## src/rtl/logic_op_sequencer_if.sv

```systemverilog
// Command and response handshake bundle between a controller (master) and
// the logic-unit sequencer (slave).
interface logic_op_sequencer_if;
   logic       cmd_valid;
   logic       cmd_ready;
   logic [3:0] cmd_x;
   logic [3:0] cmd_y;
   logic [1:0] cmd_s;
   logic       rsp_valid;
   logic       rsp_ready;
   logic [7:0] rsp_data;
   logic [1:0] rsp_s;

   modport master (
      output cmd_valid, cmd_x, cmd_y, cmd_s, rsp_ready,
      input  cmd_ready, rsp_valid, rsp_data, rsp_s
   );

   modport slave (
      input  cmd_valid, cmd_x, cmd_y, cmd_s, rsp_ready,
      output cmd_ready, rsp_valid, rsp_data, rsp_s
   );
endinterface

```

## src/rtl/logic_op_sequencer.sv

```systemverilog
// Sequencer that drives queued commands into the 4-bit logic unit and returns results.
// Optional macro LOGIC_SEQ_CHECK_EN adds a reference model with a sticky mismatch flag.
module logic_op_sequencer #(
   parameter int SETTLE     = 2,
   parameter int FIFO_DEPTH = 4
) (
   input  logic                  clk,
   input  logic                  rst_n,
   logic_op_sequencer_if.slave   bus,
   output logic [3:0]            lu_x,
   output logic [3:0]            lu_y,
   output logic [1:0]            lu_s,
   input  logic [7:0]            lu_out,
   output logic                  busy,
   output logic                  mismatch
);

   localparam int AW = $clog2(FIFO_DEPTH);
   localparam logic [AW:0] FULL_CNT = (AW+1)'(FIFO_DEPTH);
   localparam logic [3:0]  CNT_INIT = 4'(SETTLE - 1);

   typedef enum logic [1:0] {IDLE, DRIVE, RESPOND} state_t;

   state_t          state, state_nxt;
   logic [9:0]      mem [FIFO_DEPTH];
   logic [AW-1:0]   wr_ptr, rd_ptr;
   logic [AW:0]     count;
   logic            full, empty, push, pop;
   logic            load, capture, release_rsp, dec;
   logic [3:0]      cnt;
   logic [9:0]      head;

   assign full          = (count == FULL_CNT);
   assign empty         = (count == '0);
   assign bus.cmd_ready = !full;
   assign push          = bus.cmd_valid && !full;
   assign head          = mem[rd_ptr];
   assign busy          = (state != IDLE) || !empty;

   // Storage carries data only; occupancy is tracked by the reset pointers.
   always_ff @(posedge clk) begin
      if (push)
         mem[wr_ptr] <= {bus.cmd_x, bus.cmd_y, bus.cmd_s};
   end

   always_ff @(posedge clk or negedge rst_n) begin
      if (!rst_n) begin
         wr_ptr <= '0;
         rd_ptr <= '0;
         count  <= '0;
      end else begin
         if (push) wr_ptr <= wr_ptr + 1'b1;
         if (pop)  rd_ptr <= rd_ptr + 1'b1;
         case ({push, pop})
            2'b10:   count <= count + 1'b1;
            2'b01:   count <= count - 1'b1;
            default: count <= count;
         endcase
      end
   end

   always_ff @(posedge clk or negedge rst_n) begin
      if (!rst_n) state <= IDLE;
      else        state <= state_nxt;
   end

   always_comb begin
      state_nxt   = state;
      pop         = 1'b0;
      load        = 1'b0;
      capture     = 1'b0;
      release_rsp = 1'b0;
      dec         = 1'b0;
      case (state)
         IDLE: begin
            if (!empty) begin
               pop       = 1'b1;
               load      = 1'b1;
               state_nxt = DRIVE;
            end
         end
         DRIVE: begin
            if (cnt == 4'd0) begin
               capture   = 1'b1;
               state_nxt = RESPOND;
            end else begin
               dec = 1'b1;
            end
         end
         RESPOND: begin
            if (bus.rsp_ready) begin
               release_rsp = 1'b1;
               if (!empty) begin
                  pop       = 1'b1;
                  load      = 1'b1;
                  state_nxt = DRIVE;
               end else begin
                  state_nxt = IDLE;
               end
            end
         end
         default: state_nxt = IDLE;
      endcase
   end

   // lu_* hold the last command after completion; only a new load changes them.
   always_ff @(posedge clk or negedge rst_n) begin
      if (!rst_n) begin
         lu_x          <= '0;
         lu_y          <= '0;
         lu_s          <= '0;
         cnt           <= '0;
         bus.rsp_valid <= 1'b0;
         bus.rsp_data  <= '0;
         bus.rsp_s     <= '0;
      end else begin
         if (load) begin
            lu_x <= head[9:6];
            lu_y <= head[5:2];
            lu_s <= head[1:0];
            cnt  <= CNT_INIT;
         end else if (dec) begin
            cnt <= cnt - 4'd1;
         end
         if (capture) begin
            bus.rsp_valid <= 1'b1;
            bus.rsp_data  <= lu_out;
            bus.rsp_s     <= lu_s;
         end else if (release_rsp) begin
            bus.rsp_valid <= 1'b0;
         end
      end
   end

`ifdef LOGIC_SEQ_CHECK_EN
   function automatic logic [7:0] expected_result(input logic [3:0] x,
                                                  input logic [3:0] y,
                                                  input logic [1:0] s);
      case (s)
         2'b00:   return {4'b0, x & y};
         2'b01:   return {4'b0, x | y};
         2'b10:   return {4'b0, x ^ y};
         default: return ~{y, x};
      endcase
   endfunction

   always_ff @(posedge clk or negedge rst_n) begin
      if (!rst_n)
         mismatch <= 1'b0;
      else if (capture && (lu_out != expected_result(lu_x, lu_y, lu_s)))
         mismatch <= 1'b1;
   end
`else
   assign mismatch = 1'b0;
`endif

endmodule

```

## src/flat_wrapper.sv

```systemverilog
// flat-port wrapper written by rule: the top's interface ports become plain ports
module logic_op_sequencer_flat 
#(
   parameter int SETTLE     = 2,
   parameter int FIFO_DEPTH = 4
)
  (clk, rst_n, lu_x, lu_y, lu_s, lu_out, busy, mismatch, bus_cmd_valid, bus_cmd_x, bus_cmd_y, bus_cmd_s, bus_rsp_ready, bus_cmd_ready, bus_rsp_valid, bus_rsp_data, bus_rsp_s);
  logic_op_sequencer_if bus_i ();
  input  logic clk;
  input  logic rst_n;
  output logic [3:0] lu_x;
  output logic [3:0] lu_y;
  output logic [1:0] lu_s;
  input  logic [7:0] lu_out;
  output logic busy;
  output logic mismatch;
  input wire logic [$bits(bus_i.cmd_valid)-1:0] bus_cmd_valid;
  input wire logic [$bits(bus_i.cmd_x)-1:0] bus_cmd_x;
  input wire logic [$bits(bus_i.cmd_y)-1:0] bus_cmd_y;
  input wire logic [$bits(bus_i.cmd_s)-1:0] bus_cmd_s;
  input wire logic [$bits(bus_i.rsp_ready)-1:0] bus_rsp_ready;
  output wire logic [$bits(bus_i.cmd_ready)-1:0] bus_cmd_ready;
  output wire logic [$bits(bus_i.rsp_valid)-1:0] bus_rsp_valid;
  output wire logic [$bits(bus_i.rsp_data)-1:0] bus_rsp_data;
  output wire logic [$bits(bus_i.rsp_s)-1:0] bus_rsp_s;
  assign bus_i.cmd_valid = bus_cmd_valid;
  assign bus_i.cmd_x = bus_cmd_x;
  assign bus_i.cmd_y = bus_cmd_y;
  assign bus_i.cmd_s = bus_cmd_s;
  assign bus_i.rsp_ready = bus_rsp_ready;
  assign bus_cmd_ready = bus_i.cmd_ready;
  assign bus_rsp_valid = bus_i.rsp_valid;
  assign bus_rsp_data = bus_i.rsp_data;
  assign bus_rsp_s = bus_i.rsp_s;
  logic_op_sequencer #(.SETTLE(SETTLE), .FIFO_DEPTH(FIFO_DEPTH)) u_core (.clk(clk), .rst_n(rst_n), .bus(bus_i), .lu_x(lu_x), .lu_y(lu_y), .lu_s(lu_s), .lu_out(lu_out), .busy(busy), .mismatch(mismatch));
endmodule
```

## config.mk

```make
export PLATFORM = sky130hd
export DESIGN_NAME = logic_op_sequencer_flat
export DESIGN_NICKNAME = d
export VERILOG_FILES = /design/src/rtl/logic_op_sequencer_if.sv /design/src/rtl/logic_op_sequencer.sv /design/src/flat_wrapper.sv
export SDC_FILE = /design/constraint.sdc
export NUM_CORES = 1
export LEC_CHECK = 0
export ABC_AREA = 1
export CAP_MARGIN = 5
export CORE_MARGIN = 5
export CORE_UTILIZATION = 45
export DETAILED_ROUTE_END_ITERATION = 6
export PLACE_DENSITY = 0.67
export SLEW_MARGIN = 15
export SYNTH_ARGS = -nofsm -noshare
export SYNTH_HDL_FRONTEND = slang
export SYNTH_SLANG_ARGS = --single-unit
```

## constraint.sdc

```tcl
create_clock -name clk -period 5.3 [get_ports clk]
set_input_delay 1.325 -clock clk [delete_from_list [all_inputs] [get_ports clk]]
set_output_delay 1.325 -clock clk [all_outputs]
set_load 0.01 [all_outputs]
```

==> impl_metrics.csv, run 1 <==
group,metric,value,unit
routing,wire_per_inst,12.8,µm
routing,dr_wl_met3,310,µm
sta,fin_crit_sh,57.3,%
routing,firstDrtPassIters,5,
final_layout,drive_above_1_share,10.6,%
yosys,synth_cells,298,
yosys,yosysTopAreaCellShare,37.6,%
routing,wl_met2,2.57,mm
sta,finalMaxSlewViolations,0,
routing,m1WireLength,2.69,mm
critical_path,r2r_slack,3290,ps
clock_tree,cts_root_buf,"clkbuf_8",
placement,gp_congestion,0.740,
final_layout,multi_input_area,907,µm²
final_layout,fillCellCount,643,
clock_tree,numClockSinks,74,
power,power_frac_seq,41.1,%
power,swShare,37.8,%
sta,fin_tns_setup,0,ps
routing,top_layer,"met4",
die,start_util,46.7,%
clock_tree,cts.reportedPaths.clkPinSlew,80,ps
placement,portBuffers,44,
die,io_pins,46,
grt,gr-usage-all-layers,13.8,%
worst_hold_path,min_path_type,"flop to flop",
clock_tree,cts_resized,0,
clock_tree,clk_path_buf_depth,2,
routing,wirelength,5.68,mm
critical_path,critical_path_class,"primary input to flop",
clock_tree,ctsHoldBuffers,0,
yosys,synth_top_cell_by_area,"edfxtp_1",
power,switchingPower,0.856,mW
power,p_per_area,591,nW/µm²
yosys,ys_seq_area_share,64.3,%
grt,grt_max_degree,35,
final_layout,nets,373,
routing,antenna_left,0,
yosys,synth.distinct_cells,28,
run_status,status,"finished, final reports clean",
clock_tree,postCtsSetupBuffers,0,
sta,rsz0062_at_grt,"false",
sta,timing.final.crit_period,3040,ps
sta,report.final.setup_viol,0,
sta,max_clock_freq,329,MHz
grt,overflow,0,
run,maxCapViolCount,0,
die,coreArea,6830,µm²
die,die-height,94.2,µm
critical_path,crit_arrival,3310,ps
power,power_frac_comb,40.9,%
routing,vias,2035,
clock_tree,cts_inserted_buffers,9,
power,clkPwrFrac,18.0,%
critical_path,cp_max_fo,17,
yosys,synth_edf_count,40,
sta,fin_skew,10.3,ps
critical_path,crit_path_start_kind,"primary input",
die,die_x,94.2,µm
power,p_leak,1.66,nW
yosys,yosys_register_bits,74,
power,intPower,1.41,mW
power,p_total,2.26,mW
power,peakVddDrop,197,µV
clock_tree,htree_levels,3,
grt,antenna_found_initial,0,
sta,worst_pin_slew,933,ps
final_layout,final-seq-area,2050,µm²
grt,grt_pass1_vias,1959,
sta,layout_setup_ws,2260,ps
yosys,avgSynthCellArea,10.7,µm²
die,fp.dieArea,8880,µm²
critical_path,critPathCaptureType,"flop",
yosys,async_flop_share,45.9,%
clock_tree,cts_tree,"yes",
yosys,synth_ff_type,"edfxtp_1",
routing,viasPerCell,4.58,
routing,first_iter_violations,99,
routing,drc,0,
yosys,syn-cell-area,3190,µm²
sta,hold_viol,0,
critical_path,required,5570,ps
final_layout,area_growth,20.1,%
grt,grt_pass1_wl,9.37,mm
yosys,yosys_warnings,0,
die,rows,30,
yosys,syn_nets,328,
clock_tree,clk_latency,340,ps
yosys,synth.area.top_cells,"edfxtp_1 (38%), dfrtp_1 (27%), nand2_1 (7.8%), nor2_1 (5.6%), o21ai_1 (3.4%)",
final_layout,n_antenna_cell,0,
placement,place_ws,1900,ps
placement,hpwl,3.92,mm
sta,relSlewSlack,37.6,%
## registers in the layout, indices dropped and copies added, names as in the netlist
register              count
u_core.bus.rsp_data       8
u_core.bus.rsp_s          2
u_core.bus.rsp_valid      1
u_core.cnt                4
u_core.count              3
u_core.lu_s               2
u_core.lu_x               4
u_core.lu_y               4
u_core.mem               40
u_core.rd_ptr             2
u_core.state              2
u_core.wr_ptr             2
## logic make-up (layout without fill, tap and decap cells)
| family | count (synthesis) | after routing | synth area share (%) |
|---|---|---|---|
| fa+ha+maj | 8 | 8 | 3.37 |
| simple gates | 131 | 131 | 16.9 |
| compound gates | 36 | 36 | 6.66 |
| flops | 74 | 74 | 64.3 |
| other cells | 1 | 1 | 0.117 |
| buf+inv | 43 | 93 | 7.29 |
| xor+xnor | 5 | 5 | 1.37 |
## metrics by stage
step / instances / cell area, µm² / utilization [%] / hold slack, ps
6_report: 444 / 3830 / 56.1 / 480
5_1_grt: 444 / 3830 / 56.1 / 508
4_1_cts: 444 / 3830 / 56.1 / 483
3_5_place_dp: 428 / 3650 / 53.4 / 467
3_3_place_gp: 428 / 3650 / 53.4 / 463
2_1_floorplan: 298 / 3190 / - / 450
## worst max-delay path, stage by stage
cell and delay, ps:
clkdlybuf4s50_1 510, nand2_2 70, nand2_2 80, nand2_4 130, inv_4 150, ha_1 150
inv_1 70, fa_1 450, nor2_1 110, nor2_1 40, nand2_1 60, xor2_1 140
## layout by cell type, fill, tap and decap left out, drive strengths merged, types with 4 or more instances in the layout
master         instances
ha                     7
nor2                  49
nand3                  8
clkbuf                 9
edfxtp                40
o21ai                 34
clkinv                 6
clkdlybuf4s50         44
dfrtp                 34
xor2                   4
nand2                 72
inv                   32
## path summary, 6_finish.rpt
| check | from | endpoint | depth (start not counted) |
|---|---|---|---|
| max | bus_rsp_ready | u_core.count[2] | 12 |
| min | u_core.bus.rsp_data[3] | u_core.bus.rsp_data[3] | 2 |
| max reg2reg | u_core.state[0] | u_core.count[2] | 12 |
| min reg2reg | u_core.bus.rsp_data[3] | u_core.bus.rsp_data[3] | 2 |
| max in group asynchronous | rst_n | u_core.bus.rsp_data[0] | 2 |
| min in group asynchronous | rst_n | u_core.cnt[1] | 2 |
## per-layer routing
metal	GRT usage, %	vias up
met5	0	-
met3	3.29	11
met4	7.10	0
met2	20.9	44
li1	-	1038
met1	18.4	942
## power groups by stage
stage          combinational [mW]  sequential, mW  clock, mW
3_5_place_dp                0.941           0.943          0
2_1_floorplan               0.671           0.933          0
5_1_grt                      1.05           0.958      0.442
3_3_place_gp                0.911           0.940          0
6_report                    0.926           0.932      0.407
4_1_cts                     0.942           0.934      0.418
## cells in the mapped netlist (2+ instances only)
cell type  instances
nand2_1           66
nor2_1            48
inv_2              5
o21ai_2            8
edfxtp_1          40
buf_2              2
dfrtp_1           34
inv_1             26
xor2_1             4
nand3_1            6
o21ai_0            4
o21ai_1           22
buf_6              7
nand2_2            5
ha_1               7
nand3_2            2
## final cells by class
cell class | count | share of cell area [%]
Clock inverter | 7 | 1.57
Sequential cell | 74 | 53.5
Timing Repair Buffer | 45 | 11.7
Inverter | 32 | 3.20
Tap cell | 96 | 3.13
Clock buffer | 9 | 3.23
Multi-Input combinational cell | 181 | 23.7
(Power assumes the default switching activity.)
==> inputs of run 2 (changes only) <==
==> constraint.sdc (replaced) <==
create_clock -name clk -period 2.8 [get_ports clk]
set_input_delay 0.7 -clock clk [delete_from_list [all_inputs] [get_ports clk]]
set_output_delay 0.7 -clock clk [all_outputs]
set_load 0.01 [all_outputs]
==> run 2 against run 1 <==
Against the previous run:
- register-to-register slack worse by 2400 ps
- worst hold slack better by 7.5 ps
- critical path depth is 7 lower
- die area stayed put
- global-route usage is 1.1 points higher
- cell area is 2.2% higher
- sequential share of layout area is 1.2 points lower
- worst setup slack worse by 1700 ps
- flip-flop and latch count stayed put
- clock skew is 2.3 ps lower
- critical endpoint is now busy
- largest power group is now combinational cells
==> impl_metrics.csv, run 2 (same netlist as run 1, synthesis figures left out) <==
group,metric,value,unit
power,p_leak,1.71,nW
sta,fin_skew,7.97,ps
clock_tree,htree_levels,3,
die,die_x,94.2,µm
grt,grt_max_degree,35,
clock_tree,clk_latency,340,ps
final_layout,multi_input_area,907,µm²
routing,antenna_left,0,
grt,antenna_found_initial,0,
final_layout,drive_above_1_share,13.0,%
placement,gp_congestion,0.725,
routing,dr_wl_met3,384,µm
final_layout,post-route-util,57.4,%
power,p_total,4.49,mW
run,maxCapViolCount,0,
final_layout,area_growth,22.8,%
routing,firstDrtPassIters,4,
final_layout,design_area,3920,µm²
grt,grt_pass1_vias,2106,
clock_tree,cts_resized,0,
critical_path,critPathCaptureType,"output pin",
final_layout,nets,380,
routing,m1WireLength,2.91,mm
routing,vias,2094,
clock_tree,cts_tree,"yes",
clock_tree,postCtsSetupBuffers,0,
final_layout,n_antenna_cell,0,
routing,wirelength,5.90,mm
clock_tree,clk_path_buf_depth,2,
sta,timing.final.crit_period,2270,ps
grt,grt_pass1_wl,10.1,mm
run_status,status,"finished, final reports clean",
critical_path,cp_max_fo,3,
critical_path,critical_path_class,"flop to output pin",
clock_tree,cts_root_buf,"clkbuf_8",
placement,dp_cells,435,
final_layout,largest_reg_flops,40,
sta,max_clock_freq,441,MHz
sta,hold_viol,0,
final_layout,final_cell_mix,"nand2_1 (66), nor2_1 (48), clkdlybuf4s50_1 (44), edfxtp_1 (40), dfrtp_1 (34)",
sta,layout_setup_ws,531,ps
die,io_pins,46,
clock_tree,ctsHoldBuffers,0,
sta,finalMaxSlewViolations,0,
sta,report.final.setup_viol,0,
clock_tree,cts_inserted_buffers,9,
clock_tree,numClockSinks,74,
grt,gr-usage-all-layers,14.9,%
final_layout,top_register,"u_core.mem",
die,coreArea,6830,µm²
sta,hold_slack,487,ps
worst_hold_path,min_path_type,"flop to flop",
sta,fin_crit_sh,81.0,%
final_layout,final-seq-area,2050,µm²
routing,top_layer,"met4",
placement,portBuffers,44,
routing,drc,0,
critical_path,required,2100,ps
routing,first_iter_violations,93,
grt,overflow,0,
sta,fin_tns_setup,0,ps
clock_tree,cts.reportedPaths.clkPinSlew,80,ps
sta,rsz0062_at_grt,"false",
final_layout,final_common_cell,"nand2_1",
routing,wire_per_inst,13.1,µm
die,start_util,46.7,%
die,die-height,94.2,µm
die,fp.dieArea,8880,µm²
final_layout,instances_no_fill,451,
die,rows,30,
placement,place_ws,272,ps
placement,hpwl,3.88,mm
final_layout,fillCellCount,590,
routing,viasPerCell,4.64,
critical_path,crit_arrival,1570,ps
routing,wl_met2,2.55,mm
critical_path,crit_path_start_kind,"flop",
power,p_per_area,1150,nW/µm²
final_layout,top_regs,"u_core.mem: 40 flops, u_core.bus.rsp_data: 8 flops",
placement,placement.cell_area,3700,µm²
power,peakVddDrop,511,µV
[run 2: cell count changes in the layout (fill, tap and decap cells not counted)]
cell        previous run  this run
buf_4                  1         8
bufinv_16              1         2
clkinv_1               3         1
clkinv_2               2         1
clkinv_4               1         0
clkinvlp_4             0         2
inv_6                  0         1
[run 2: cell type report]
cell class	count	share of cell area (%)
Clock buffer	9	3.16
Clock inverter	7	2.36
Inverter	32	3.13
Multi-Input combinational cell	181	23.1
Sequential cell	74	52.4
Tap cell	96	3.07
Timing Repair Buffer	52	12.8
[run 2: critical path: stages (launching register included)]
cell,delay [ps]
dfrtp_1,390
inv_1,110
nand3_2,110
inv_1,70
nand3_1,60
clkdlybuf4s50_1,480
[run 2: routing by layer]
layer | GRT usage [%] | vias to the layer above
met5 | 0 | -
met4 | 4.33 | 0
met3 | 5.05 | 6
met2 | 22.3 | 54
met1 | 20.5 | 983
li1 | - | 1051
[run 2: final timing paths]
check	from	end	slack, ps	cells past startpoint
worst max-delay path	u_core.count[1]	busy	530	5
worst min-delay path	u_core.lu_x[0]	u_core.lu_x[0]	490	2
worst max register to register	u_core.count[1]	u_core.count[2]	870	10
worst min register to register	u_core.lu_x[0]	u_core.lu_x[0]	490	2
max in group asynchronous	rst_n	u_core.lu_s[0]	1710	2
min in group asynchronous	rst_n	u_core.count[1]	770	2
[run 2: power breakdown]
part	internal (mW)	leakage [nW]	switching [mW]
clock	0.500	0.103	0.402
combinational	0.789	0.826	1.09
sequential	1.53	0.779	0.183
